==> config.mk <==
export PLATFORM = sky130hd
export DESIGN_NAME = score_counter
export DESIGN_NICKNAME = d
export VERILOG_FILES = /design/src/rtl/score_counter.sv
export SDC_FILE = /design/constraint.sdc
export NUM_CORES = 1
export LEC_CHECK = 0
export ABC_AREA = 1
export ABC_CLOCK_PERIOD_IN_PS = 2090
export BUFFER_PORTS_ARGS = -buffer_cell sky130_fd_sc_hd__buf_2
export CAP_MARGIN = 20
export CELL_PAD_IN_SITES_DETAIL_PLACEMENT = 1
export CELL_PAD_IN_SITES_GLOBAL_PLACEMENT = 2
export CORE_MARGIN = 2
export CORE_UTILIZATION = 26
export CTS_CLUSTER_DIAMETER = 30
export DETAILED_ROUTE_END_ITERATION = 6
export GPL_TIMING_DRIVEN = 0
export PLACE_DENSITY_LB_ADDON = 0.1
export SYNTH_ARGS = -nofsm -noshare
export SYNTH_HDL_FRONTEND = slang
export SYNTH_SLANG_ARGS = --single-unit
==> constraint.sdc <==
create_clock -name i_clk -period 2.09 [get_ports i_clk]
set_clock_uncertainty 0.1 [all_clocks]
set_input_delay 0.209 -clock i_clk [delete_from_list [all_inputs] [get_ports i_clk]]
set_output_delay 0.209 -clock i_clk [all_outputs]
set_load 0.03 [all_outputs]
==> src/rtl/score_counter.sv <==
// score_counter: frame-paced score for the renderer. The score goes up while the
// move button is held, freezes when the player collides, and clears on restart.
// Optional build macro: SCORE_COUNTER_HIGH_SCORE_EN keeps the best score since
// reset on o_high_score. Without it, o_high_score is tied to zero.
module score_counter #(
  parameter int unsigned FRAMES_PER_POINT = 8,
  parameter int unsigned MAX_SCORE        = 99,
  parameter int unsigned SYNC_STAGES      = 2
) (
  input  logic       i_clk,
  input  logic       i_rst_n,
  input  logic       i_frame_tick,
  input  logic       i_move,
  input  logic       i_collision,
  input  logic       i_restart,
  output logic [6:0] o_score,
  output logic       o_game_over,
  output logic [6:0] o_high_score
);

  localparam int unsigned CNT_W     = (FRAMES_PER_POINT > 1) ? $clog2(FRAMES_PER_POINT) : 1;
  localparam int unsigned SCORE_W   = 7;
  localparam logic [CNT_W-1:0]   CNT_LAST  = CNT_W'(FRAMES_PER_POINT - 1);
  localparam logic [SCORE_W-1:0] SCORE_MAX = SCORE_W'(MAX_SCORE);

  typedef enum logic [1:0] {
    ST_IDLE = 2'd0,
    ST_PLAY = 2'd1,
    ST_OVER = 2'd2
  } state_e;

  state_e               state_q, state_d;
  logic [SYNC_STAGES-1:0] sync_q;
  logic                 move_s;
  logic [CNT_W-1:0]     cnt_q, cnt_d;
  logic [SCORE_W-1:0]   score_q, score_d;
  logic                 game_over_q, game_over_d;

  assign move_s = sync_q[SYNC_STAGES-1];

  // Button synchroniser: shift the raw level through SYNC_STAGES flops
  always_ff @(posedge i_clk) begin
    if (!i_rst_n) begin
      sync_q <= '0;
    end else begin
      sync_q <= {sync_q[SYNC_STAGES-2:0], i_move};
    end
  end

  // State register
  always_ff @(posedge i_clk) begin
    if (!i_rst_n) begin
      state_q <= ST_IDLE;
    end else begin
      state_q <= state_d;
    end
  end

  // Next-state logic. Restart beats collision, which beats everything else.
  always_comb begin
    state_d = state_q;
    if (i_restart) begin
      state_d = ST_IDLE;
    end else begin
      unique case (state_q)
        ST_IDLE: if (move_s)      state_d = ST_PLAY;
        ST_PLAY: if (i_collision) state_d = ST_OVER;
        ST_OVER: state_d = ST_OVER;
        default: state_d = ST_IDLE;
      endcase
    end
  end

  // Output/datapath next values. The hold counter is cleared unless it is held in PLAY.
  always_comb begin
    score_d     = score_q;
    cnt_d       = '0;
    game_over_d = (state_d == ST_OVER);
    if (i_restart) begin
      score_d = '0;
    end else begin
      unique case (state_q)
        ST_IDLE: score_d = '0;
        ST_PLAY: begin
          if (!i_collision && move_s) begin
            cnt_d = cnt_q;
            if (i_frame_tick) begin
              if (cnt_q == CNT_LAST) begin
                cnt_d = '0;
                if (score_q < SCORE_MAX) score_d = score_q + SCORE_W'(1);
              end else begin
                cnt_d = cnt_q + CNT_W'(1);
              end
            end
          end
        end
        default: ;
      endcase
    end
  end

  // Registered outputs and hold counter
  always_ff @(posedge i_clk) begin
    if (!i_rst_n) begin
      score_q     <= '0;
      cnt_q       <= '0;
      game_over_q <= 1'b0;
    end else begin
      score_q     <= score_d;
      cnt_q       <= cnt_d;
      game_over_q <= game_over_d;
    end
  end

  assign o_score     = score_q;
  assign o_game_over = game_over_q;

`ifdef SCORE_COUNTER_HIGH_SCORE_EN
  logic [SCORE_W-1:0] high_q, high_d;

  // Capture the final score on a real PLAY->OVER transition, when restart is not also asserted
  always_comb begin
    high_d = high_q;
    if (!i_restart && (state_q == ST_PLAY) && i_collision && (score_q > high_q)) begin
      high_d = score_q;
    end
  end

  // High score survives restart; only reset clears it
  always_ff @(posedge i_clk) begin
    if (!i_rst_n) begin
      high_q <= '0;
    end else begin
      high_q <= high_d;
    end
  end

  assign o_high_score = high_q;
`else
  assign o_high_score = '0;
`endif

endmodule
* After elaboration in Yosys (flattened, before gate mapping) *
Index checks and enable logic that the tools add are counted.

word-level totals
  flip-flop bits (word level) = 15
  input port bits = 6
  output and inout port bits = 15
  logic and storage cells = 36

cells by class
  add/sub/neg operators = 2
  order comparisons = 1
  eq/ne operators = 8
  multiplexer cells = 10
  bitwise gates (word level) = 3
  reduce and logical (&&, ||, !) cells = 7

operators with widths
  kind                   count
  $mux W7                4
  $pmux W7 S2            1
  $ne A2 B2 Y1 const B   4
  $add A7 B1 Y7 const B  1
  $lt A7 B7 Y1 const B   1
  $mux W2                3
  $pmux W2 S3            1
  $reduce_and A5 Y1      1
  $eq A2 B2 Y1 const B   2
  $reduce_or A4 Y1       1
  $add A3 B1 Y3 const B  1
  $eq A3 B3 Y1 const B   1
  $mux W3                1
  $not A1 Y1             3
  $eq A2 B1 Y1 const B   1
  $logic_not A2 Y1       1
  $reduce_bool A2 Y1     1
  $reduce_or A2 Y1       1
  $logic_and A1 B1 Y1    1
  $logic_not A1 Y1       1

* Longest topological paths before layout *
Gate-level depths: netlist (run 1).

  depth after elaboration = 6
  depth in mapped cells = 10
  depth with buffers taken out = 10

* Least setup slack after synthesis (run 1) *
No wires, ideal clock.

  kind = register to register
  from = register score_q[1] (netlist: o_score[1])
  to = register score_q[6] (netlist: o_score[6])
  library setup time = 0.070 ns
  data arrival time = 1.242 ns
  required time = 1.920 ns
  slack = 0.679 ns
  cell stages (with the launch flop) = 8
  path buffers = 0
  period minus slack after synthesis = 1.411 ns
  path through = dfxtp_1 > ha_1 > nand2_1 > inv_1 > nand2_1 > nor2_1 > nand3_1 > a21oi_1

on the way
  longest elaborated chain between the ends = 6

ends and longest elaborated chain
  element                   line  text
  start: declaration        36    logic [SCORE_W-1:0] score_q, score_d;
  start signal: assignment  109   score_q <= score_d;
  $add A7 B1 Y7             90    if (score_q < SCORE_MAX) score_d = score_q + SCORE_W'(1);
  $mux W7                   90
  $mux W7                   88    if (cnt_q == CNT_LAST) begin
  $mux W7                   87    if (i_frame_tick) begin
  $mux W7                   85    if (!i_collision && move_s) begin
  $pmux W7 S2               82    unique case (state_q)

Parallel ways exist; a longest one is shown, timed or not. The select of a mux whose other input is x is not followed.
A chain may end at the register's enable or synchronous reset.

* Final worst setup path (run 1) *
  from = register cnt_q[0]
  to = register score_q[1] (netlist: o_score[1])

on the way
  longest elaborated chain between the ends = 3

ends and longest elaborated chain
  element                      line  text
  start: declaration           35    logic [CNT_W-1:0] cnt_q, cnt_d;
  start signal: assignment     110   cnt_q <= cnt_d;
  $eq A3 B3 Y1                 88
  $ne A2 B2 Y1 (no line)       -
  $reduce_and A5 Y1 (no line)  -

No other way between the ends.

==> results of run 1 <==
power groups by stage:
stage	Clock [mW]	Sequential, mW	Combinational [mW]
after floorplan	0	0.298	0.0435
after global placement	0	0.297	0.0561
after detailed placement	0	0.297	0.0567
after CTS	0.179	0.291	0.0567
after global routing	0.189	0.291	0.0620
final	0.167	0.290	0.0565
routing by layer:
| metal | GRT usage (%) | wire [um] | vias up |
|---|---|---|---|
| met2 | 17.2 | 743 | 17 |
| met3 | 2.10 | 83 | 2 |
| met5 | 0 | 0 | - |
| met4 | 3.73 | 18 | 0 |
| li1 | - | - | 408 |
| met1 | 16.8 | 959 | 344 |
area by class of cell:
type                    count  share of cell area, %
well taps                  44                   5.43
inverters                  21                   7.77
repair buffers             13                   6.41
flip-flops and latches     15                   29.6
multi-input cells          84                   43.0
plain buffers               7                   5.18
clock buffers               4                   2.59
state kept, by name, summed over array words and instances, names as in the netlist:
name         cells
o_score          7
cnt_q            3
state_q          2
sync_q           2
o_game_over      1
synth_stat cells:
cell and instances:
nor2_2 1, inv_1 19, nand2_1 27, nand4_1 2, inv_2 2, a21oi_1 8, dfxtp_1 15, nor2_1 14
nor2_8 1, nand3_2 1, buf_4 7, nor4_1 1, nand2_2 1, ha_1 3, o21ai_0 1, nor2_4 1
conb_1 1, nand3_1 10, nand2_4 3, a22oi_1 1, nor3_1 2
path summary, 6_finish.rpt:
check | start | end | cells after the start
setup / recovery | cnt_q[0] | o_score[1] | 10
hold / removal | i_move | sync_q[0] | 3
setup reg to reg | cnt_q[0] | o_score[1] | 10
hold reg to reg | sync_q[0] | sync_q[1] | 2
cells by family (layout without fill, tap and decap cells):
| kind of cell | after synthesis | in the layout | synth area share [%] |
|---|---|---|---|
| adders and majority gates | 3 | 3 | 4.44 |
| AOI/OAI and AO/OA | 10 | 10 | 6.21 |
| buffers and inverters | 28 | 45 | 15.5 |
| other | 1 | 7 | 0.443 |
| DFF | 15 | 15 | 35.5 |
| and+or+nand+nor | 64 | 64 | 37.9 |
critical path, delay by kind of cell, from the launching register on:
kind	cells	cell delay, ns
adders and majority gates	2	0.41
buffers and inverters	1	0.04
DFF	1	0.34
and+or+nand+nor	7	0.54
==> impl_metrics.py, run 1 <==
metrics = {
    "clock_tree": {
        "cts-buffers-inserted": 3,
        "cts_resized": 0,
        "cts_num_sinks": 15,
        "clockBufferDepth": 2,
        "htreeDepth": 1,
        "post_cts_buffers": 0,
        "cts_root_buf": "clkbuf_4",
        "hold_buffers": 0,
        "cts.clk_slew.worst_paths_ns": 0.09,
        "cts_tree": "built",
        "clk_latency_ns": 0.28,
    },
    "drt": {
        "routedWlPerCell_um": 9.59,
        "drt_iter0_markers": 35,
        "drcViolationCount": 0,
        "first_pass_iters": 4,
        "ant_nets": 0,
        "viasPerCell": 4.10,
        "drt_wl_total_mm": 1.80,
        "via_count": 771,
    },
    "power_and_ir_drop": {
        "p_clk_share_pct": 32.5,
        "power_frac_comb_pct": 11.0,
        "power_switching_uw": 133,
        "intPower_uw": 381,
        "pwr-share-seq_pct": 56.5,
        "leakage_nw": 0.538,
        "netSwitchingFraction_pct": 25.8,
        "powerDensity_mw_per_mm2": 507,
        "p_total_uw": 514,
        "peakVddDrop_mv": 0.257,
    },
    "placement": {
        "portBuffers": 13,
        "place_inst": 184,
        "preCtsSetupSlack_ns": 0.557,
        "gp_congestion": 0.843,
        "dpl.hpwl_mm": 1.45,
        "dpl_cell_area_um2": 988,
    },
    "final_layout": {
        "n_antenna_cell": 0,
        "fillerInstances": 416,
        "stdcell_count": 188,
        "final_util_pct": 33.0,
        "nets": 154,
        "final_common_cell": "nand2_1",
        "multi_input_area_um2": 437,
        "drive_gt1_share_pct": 22.9,
        "fin_area_mm2": 0.00101,
        "seq_area_um2": 300,
        "mostFrequentLayoutCells": "nand2_1 (27), inv_1 (19), dfxtp_1 (15)",
        "areaGrowthSynthToFinish_pct": 20.0,
    },
    "setup_path": {
        "reg2reg_slack_ns": 0.56,
        "cp_max_fo": 8,
        "path_cells": "ha_1, ha_1, nand2_1, inv_1, nand3_1, nand2_4, nand2_4, nand2_1, nand2_1, nor2_1",
        "startpoint_type": "flop",
        "slowest_stage": "dfxtp_1",
        "critical_path_required_ns": 2.16,
        "slowest_delay_ns": 0.34,
        "cpMostUsedCell": "nand2_1",
        "cp.arrival_ns": 1.61,
        "critPathKind": "reg2reg",
        "end_kind": "flop",
    },
    "sta": {
        "final_hold_viol_count": 0,
        "finalSetupTns_ns": 0,
        "report.final.setup_viol": 0,
        "post-route-period-util_pct": 73.3,
        "slew_violations": 0,
        "whs_ns": 0.0145,
        "finalCriticalPeriod_ns": 1.53,
        "rsz0062_at_grt": "false",
        "fmax_mhz": 653,
        "setup_ws_ns": 0.558,
    },
    "global_routing": {
        "grt_max_degree": 9,
        "antenna_found_initial": 0,
        "grt_use_total_pct": 11.5,
        "grt.overflow.total": 0,
        "grt_pass1_vias": 720,
        "grt_pass1_wl_mm": 3.22,
    },
    "floorplan": {
        "die-area_mm2": 0.00373,
        "ios": 21,
        "core_mm2": 0.00308,
        "die_w_um": 61.0,
        "start_util_pct": 27.5,
        "die_h_um": 61.0,
        "num_rows": 20,
    },
    "logic_synthesis": {
        "syn_inst": 121,
        "synth_area_leader_cell": "dfxtp_1",
        "synth_warnings": 0,
        "synth_area_leaders": "dfxtp_1 (36%), nand2_1 (12%), inv_1 (8.4%)",
        "ys_seq_elements": 15,
        "syn_area_per_cell_um2": 6.99,
        "synth_area_um2": 846,
        "ys_types": 21,
        "synth_top_area_share_pct": 35.5,
        "ys_seq_area_share_pct": 35.5,
    },
    "hold_path": {
        "hold_path.class": "in2reg",
    },
    "status": {
        "status": "finished clean",
    },
    "job": {
        "cap_violations": 0,
    },
}
Power figures use the tool's default switching activity.
==> run 2: changes to the inputs <==
- ABC_CLOCK_PERIOD_IN_PS: 2090 -> 1400
- CORE_UTILIZATION: 26 -> 25
- clock period: 2.09 -> 1.4 ns (I/O delays scaled with it)
==> impl_metrics.py, run 2 (synthesized netlist as in run 1, its figures left out) <==
metrics = {
    "hold_path": {
        "min-delay-start": "i_frame_tick",
        "whs_path_depth": 3,
        "min_to": "cnt_q[2]",
        "hold_path.class": "in2reg",
    },
    "setup_path": {
        "cp_max_fo": 8,
        "cp.arrival_ns": 1.51,
        "slowest_stage": "dfxtp_2",
        "startpoint_type": "flop",
        "critPathKind": "reg2reg",
        "slowest_delay_ns": 0.35,
        "r2r_end": "o_score[4]",
        "reg2reg_slack_ns": 0.02,
        "worst_r2r_startpoint": "cnt_q[1]",
        "rr_worst_depth": 9,
        "end_kind": "flop",
        "critical_path_required_ns": 1.53,
        "path_cells": "ha_4, ha_4, nand2_2, inv_2, nand3_2, nand2_4, nand2_4, nand2_1, a21oi_2",
    },
    "clock_tree": {
        "cts_tree": "built",
        "cts-buffers-inserted": 3,
        "clk_latency_ns": 0.29,
        "cts_root_buf": "clkbuf_4",
        "cts_num_sinks": 15,
        "clockBufferDepth": 2,
        "htreeDepth": 1,
        "cts.clk_slew.worst_paths_ns": 0.10,
    },
    "sta": {
        "report.final.setup_viol": 0,
        "post-route-period-util_pct": 98.7,
        "fmax_mhz": 724,
        "whs_ns": 0.0159,
        "finalCriticalPeriod_ns": 1.38,
        "slew_violations": 0,
        "final_hold_viol_count": 0,
        "rsz0062_at_grt": "true",
        "finalSetupTns_ns": 0,
    },
    "drt": {
        "viasPerCell": 4.16,
        "drt_iter0_markers": 22,
        "routed.top_layer": "met4",
        "wl_met3_um": 78,
        "first_pass_iters": 2,
        "drt_wl_total_mm": 1.88,
        "routedWlPerCell_um": 9.60,
        "wl_met2_um": 960,
        "via_count": 815,
        "drcViolationCount": 0,
        "met1_length_um": 812,
        "ant_nets": 0,
    },
    "global_routing": {
        "grt.overflow.total": 0,
        "grt_pass1_vias": 842,
        "antenna_found_initial": 0,
        "grt_use_total_pct": 10.9,
        "grt_pass1_wl_mm": 3.44,
        "grt_max_degree": 10,
    },
    "final_layout": {
        "fillerInstances": 418,
        "areaGrowthSynthToFinish_pct": 33.7,
        "nets": 160,
        "final_common_cell": "nand2_1",
        "drive_gt1_share_pct": 33.3,
        "largest_register_ffs": 7,
        "n_antenna_cell": 0,
        "mostFrequentLayoutCells": "nand2_1 (26), inv_1 (18), nor2_1 (14)",
        "stdcell_count": 196,
    },
    "placement": {
        "gp_congestion": 0.692,
        "portBuffers": 13,
        "dpl.hpwl_mm": 1.47,
        "place_inst": 186,
    },
    "power_and_ir_drop": {
        "powerDensity_mw_per_mm2": 694,
        "peakVddDrop_mv": 0.383,
        "leakage_nw": 0.562,
    },
    "job": {
        "cap_violations": 0,
    },
    "floorplan": {
        "die-area_mm2": 0.00386,
        "start_util_pct": 25.8,
        "core_mm2": 0.00328,
        "die_w_um": 62.2,
        "die_h_um": 62.2,
        "ios": 21,
        "num_rows": 21,
    },
    "status": {
        "status": "finished clean",
    },
}
## run 2: timing repair
action	in CTS	in global routing
resized for setup	10	3
setup buffers	2	0
hold buffers	4	0
setup endpoints to repair	7	6
pin swaps	6	2
endpoints found under the hold margin	3	0
gates cloned	0	0
## run 2: where the power goes
part | switching, mW | leakage, nW | internal (mW) | total [mW]
logic | 0.0593 | 0.421 | 0.0359 | 0.0952
clock network | 0.150 | 0.0177 | 0.106 | 0.256
registers | 0.00266 | 0.123 | 0.431 | 0.434
total | 0.212 | 0.562 | 0.573 | 0.785
## run 2: worst max-delay path: cells and delay by family, from the launching register on
family	cells	cell delay (ns)
buffers and inverters	1	0.03
adder cells (fa/ha/maj)	2	0.31
AND/OR/NAND/NOR	5	0.40
flip-flops	1	0.35
AO/OA/AOI/OAI	1	0.12
## run 2: final cells by class
class	instances	area [um^2]	area share [%]
Buffer	7	52.6	4.65
Clock buffer	3	22.5	1.99
Clock inverter	1	5.00	0.442
Tap cell	46	57.6	5.09
Multi-Input combinational cell	84	489	43.3
Timing Repair Buffer	19	120	10.6
Sequential cell	15	305	27.0
Inverter	21	78.8	6.97
## run 2: per-stage QoR
stage	total power [mW]	cell area, um^2	utilization, %	setup WS (ns)
finish	0.785	1130	34.4	0.0185
floorplan	0.510	876	-	0.0284
CTS	0.797	1120	34.1	0.00685
detailed placement	0.528	998	30.4	-0.145
global route	0.830	1130	34.4	-0.0761
global placement	0.527	998	30.4	-0.121
## run 2: routing by layer
layer / GRT usage (%) / up-vias
met5: 0 / -
li1: - / 421
met3: 2.90 / 4
met1: 12.2 / 377
met4: 4.17 / 0
met2: 19.6 / 13
## run 2: how the worst max path moves through the flow
| stage | from | end | slack [ns] | cells after the start |
|---|---|---|---|---|
| finish | cnt_q[1] | o_score[4] | 0.02 | 9 |
| global route | cnt_q[1] | o_score[0] | -0.08 | 10 |
| CTS | cnt_q[1] | o_score[1] | 0.007 | 10 |
| detailed placement | cnt_q[0] | o_score[0] | -0.14 | 9 |
| global placement | cnt_q[0] | o_score[0] | -0.12 | 9 |
| floorplan | cnt_q[0] | o_score[3] | 0.03 | 9 |
==> run 3: changes to the inputs <==
- REMOVE_ABC_BUFFERS: unset -> 1
==> impl_metrics.py, run 3 (synthesized netlist as in run 1, its figures left out) <==
metrics = {
    "status": {
        "status": "complete, but fails checks",
        "violations": "setup timing",
    },
    "power_and_ir_drop": {
        "intPower_uw": 566,
        "peakVddDrop_mv": 0.299,
        "pwr-share-seq_pct": 56.1,
        "p_clk_share_pct": 33.3,
        "netSwitchingFraction_pct": 26.7,
        "powerDensity_mw_per_mm2": 714,
        "power_frac_comb_pct": 10.6,
        "leakage_nw": 0.534,
        "power_switching_uw": 206,
    },
    "global_routing": {
        "grt.overflow.total": 0,
        "antenna_found_initial": 0,
        "grt_pass1_wl_mm": 3.66,
        "grt_use_total_pct": 11.9,
        "grt_pass1_vias": 831,
        "grt_max_degree": 9,
    },
    "floorplan": {
        "die_w_um": 62.2,
        "die_h_um": 62.2,
        "start_util_pct": 25.8,
        "die-area_mm2": 0.00386,
        "num_rows": 21,
        "core_mm2": 0.00328,
        "ios": 21,
    },
    "clock_tree": {
        "clk_latency_ns": 0.28,
        "cts_root_buf": "clkbuf_4",
        "clockBufferDepth": 2,
        "cts-buffers-inserted": 3,
        "htreeDepth": 1,
        "cts_tree": "built",
        "cts.clk_slew.worst_paths_ns": 0.10,
        "cts_num_sinks": 15,
    },
    "setup_path": {
        "startpoint_type": "flop",
        "critPathBufInv": 2,
        "end_kind": "flop",
        "slowest_stage": "dfxtp_2",
        "cp_max_fo": 8,
        "cp_top_family": "flip-flops",
        "critPathKind": "reg2reg",
        "slowest_delay_ns": 0.36,
        "cpMostUsedCell": "ha_4",
        "critical_path_required_ns": 1.53,
        "path_cells": "ha_4, ha_4, nand2_2, inv_2, nand3_2, nand2_4, buf_4, nand3_1, a21oi_1",
        "cp.arrival_ns": 1.55,
    },
    "final_layout": {
        "fillerInstances": 420,
        "multi_input_area_um2": 473,
        "areaGrowthSynthToFinish_pct": 28.0,
        "mostFrequentLayoutCells": "nand2_1 (26), inv_1 (18), nor2_1 (14)",
        "largest_register_ffs": 7,
        "nets": 156,
        "n_antenna_cell": 0,
        "seq_area_um2": 304,
        "final_common_cell": "nand2_1",
        "drive_gt1_share_pct": 27.4,
    },
    "sta": {
        "fmax_mhz": 705,
        "post-route-period-util_pct": 101,
        "finalCriticalPeriod_ns": 1.42,
        "setup_ws_ns": -0.0190,
        "rsz0062_at_grt": "true",
        "finalSetupTns_ns": -0.0313,
        "slew_violations": 0,
        "report.final.setup_viol": 3,
        "final_hold_viol_count": 0,
    },
    "placement": {
        "gp_congestion": 0.729,
        "portBuffers": 13,
        "dpl.hpwl_mm": 1.51,
        "preCtsSetupSlack_ns": -0.133,
    },
    "drt": {
        "viasPerCell": 4.10,
        "wl_met3_um": 62,
        "drt_wl_total_mm": 2.07,
        "drcViolationCount": 0,
        "drt_iter0_markers": 19,
        "first_pass_iters": 3,
        "routed.top_layer": "met4",
        "routedWlPerCell_um": 10.8,
        "ant_nets": 0,
        "met1_length_um": 841,
        "via_count": 788,
        "wl_met2_mm": 1.15,
    },
    "job": {
        "cap_violations": 0,
    },
    "hold_path": {
        "hold_path.class": "in2reg",
    },
}
## run 3: timing repair
| action | in CTS | in global routing |
|---|---|---|
| setup buffers | 3 | 2 |
| pin swaps | 8 | 3 |
| hold endpoints to repair | 3 | 0 |
| endpoints found under the setup margin | 7 | 7 |
| gates resized for setup | 11 | 0 |
| hold buffers | 4 | 0 |
## run 3: routing by layer
metal | track usage [%] | up-vias
li1 | - | 411
met1 | 12.2 | 366
met2 | 23.2 | 9
met3 | 3.44 | 2
met4 | 3.33 | 0
met5 | 0 | -
## run 3: final timing paths
path                                   start  slack, ns    endpoint  cells past startpoint
worst max-delay path                cnt_q[1]      -0.02  o_score[2]                      9
worst min-delay path            i_frame_tick       0.03    cnt_q[2]                      3
worst max register to register      cnt_q[1]      -0.02  o_score[2]                      9
worst min register to register     sync_q[0]       0.32   sync_q[1]                      2
## run 3: final cells by class
type | instances | area share (%)
Tap cell | 46 | 5.32
Multi-Input combinational cell | 84 | 43.7
Sequential cell | 15 | 28.1
Timing Repair Buffer | 22 | 13.2
Inverter | 21 | 7.28
Clock buffer | 4 | 2.43
## run 3: power groups by stage
stage	combinational [mW]	clock, mW	sequential [mW]
2_1_floorplan	0.0498	0	0.445
3_3_place_gp	0.0687	0	0.443
3_5_place_dp	0.0699	0	0.444
4_1_cts	0.0798	0.271	0.434
5_1_grt	0.0905	0.299	0.434
6_report	0.0819	0.257	0.434
## run 3: tightest hold or removal path, delay by kind of cell
family	cells	cell delay, ns
AOI/OAI and AO/OA	1	0.06
and+or+nand+nor	1	0.05
buffers and inverters	1	0.12
## run 3: per-stage QoR
step                hold WS (ns)  power (mW)  instances  util (%)  area (um^2)
finish                    0.0292       0.772        192      33.0         1080
global route              0.0331       0.824        192      33.0         1080
CTS                       0.0186       0.784        190      32.5         1070
detailed placement         0.246       0.513        179      28.6          938
global placement           0.226       0.512        179      28.6          938
floorplan                  0.116       0.495        120         -          816
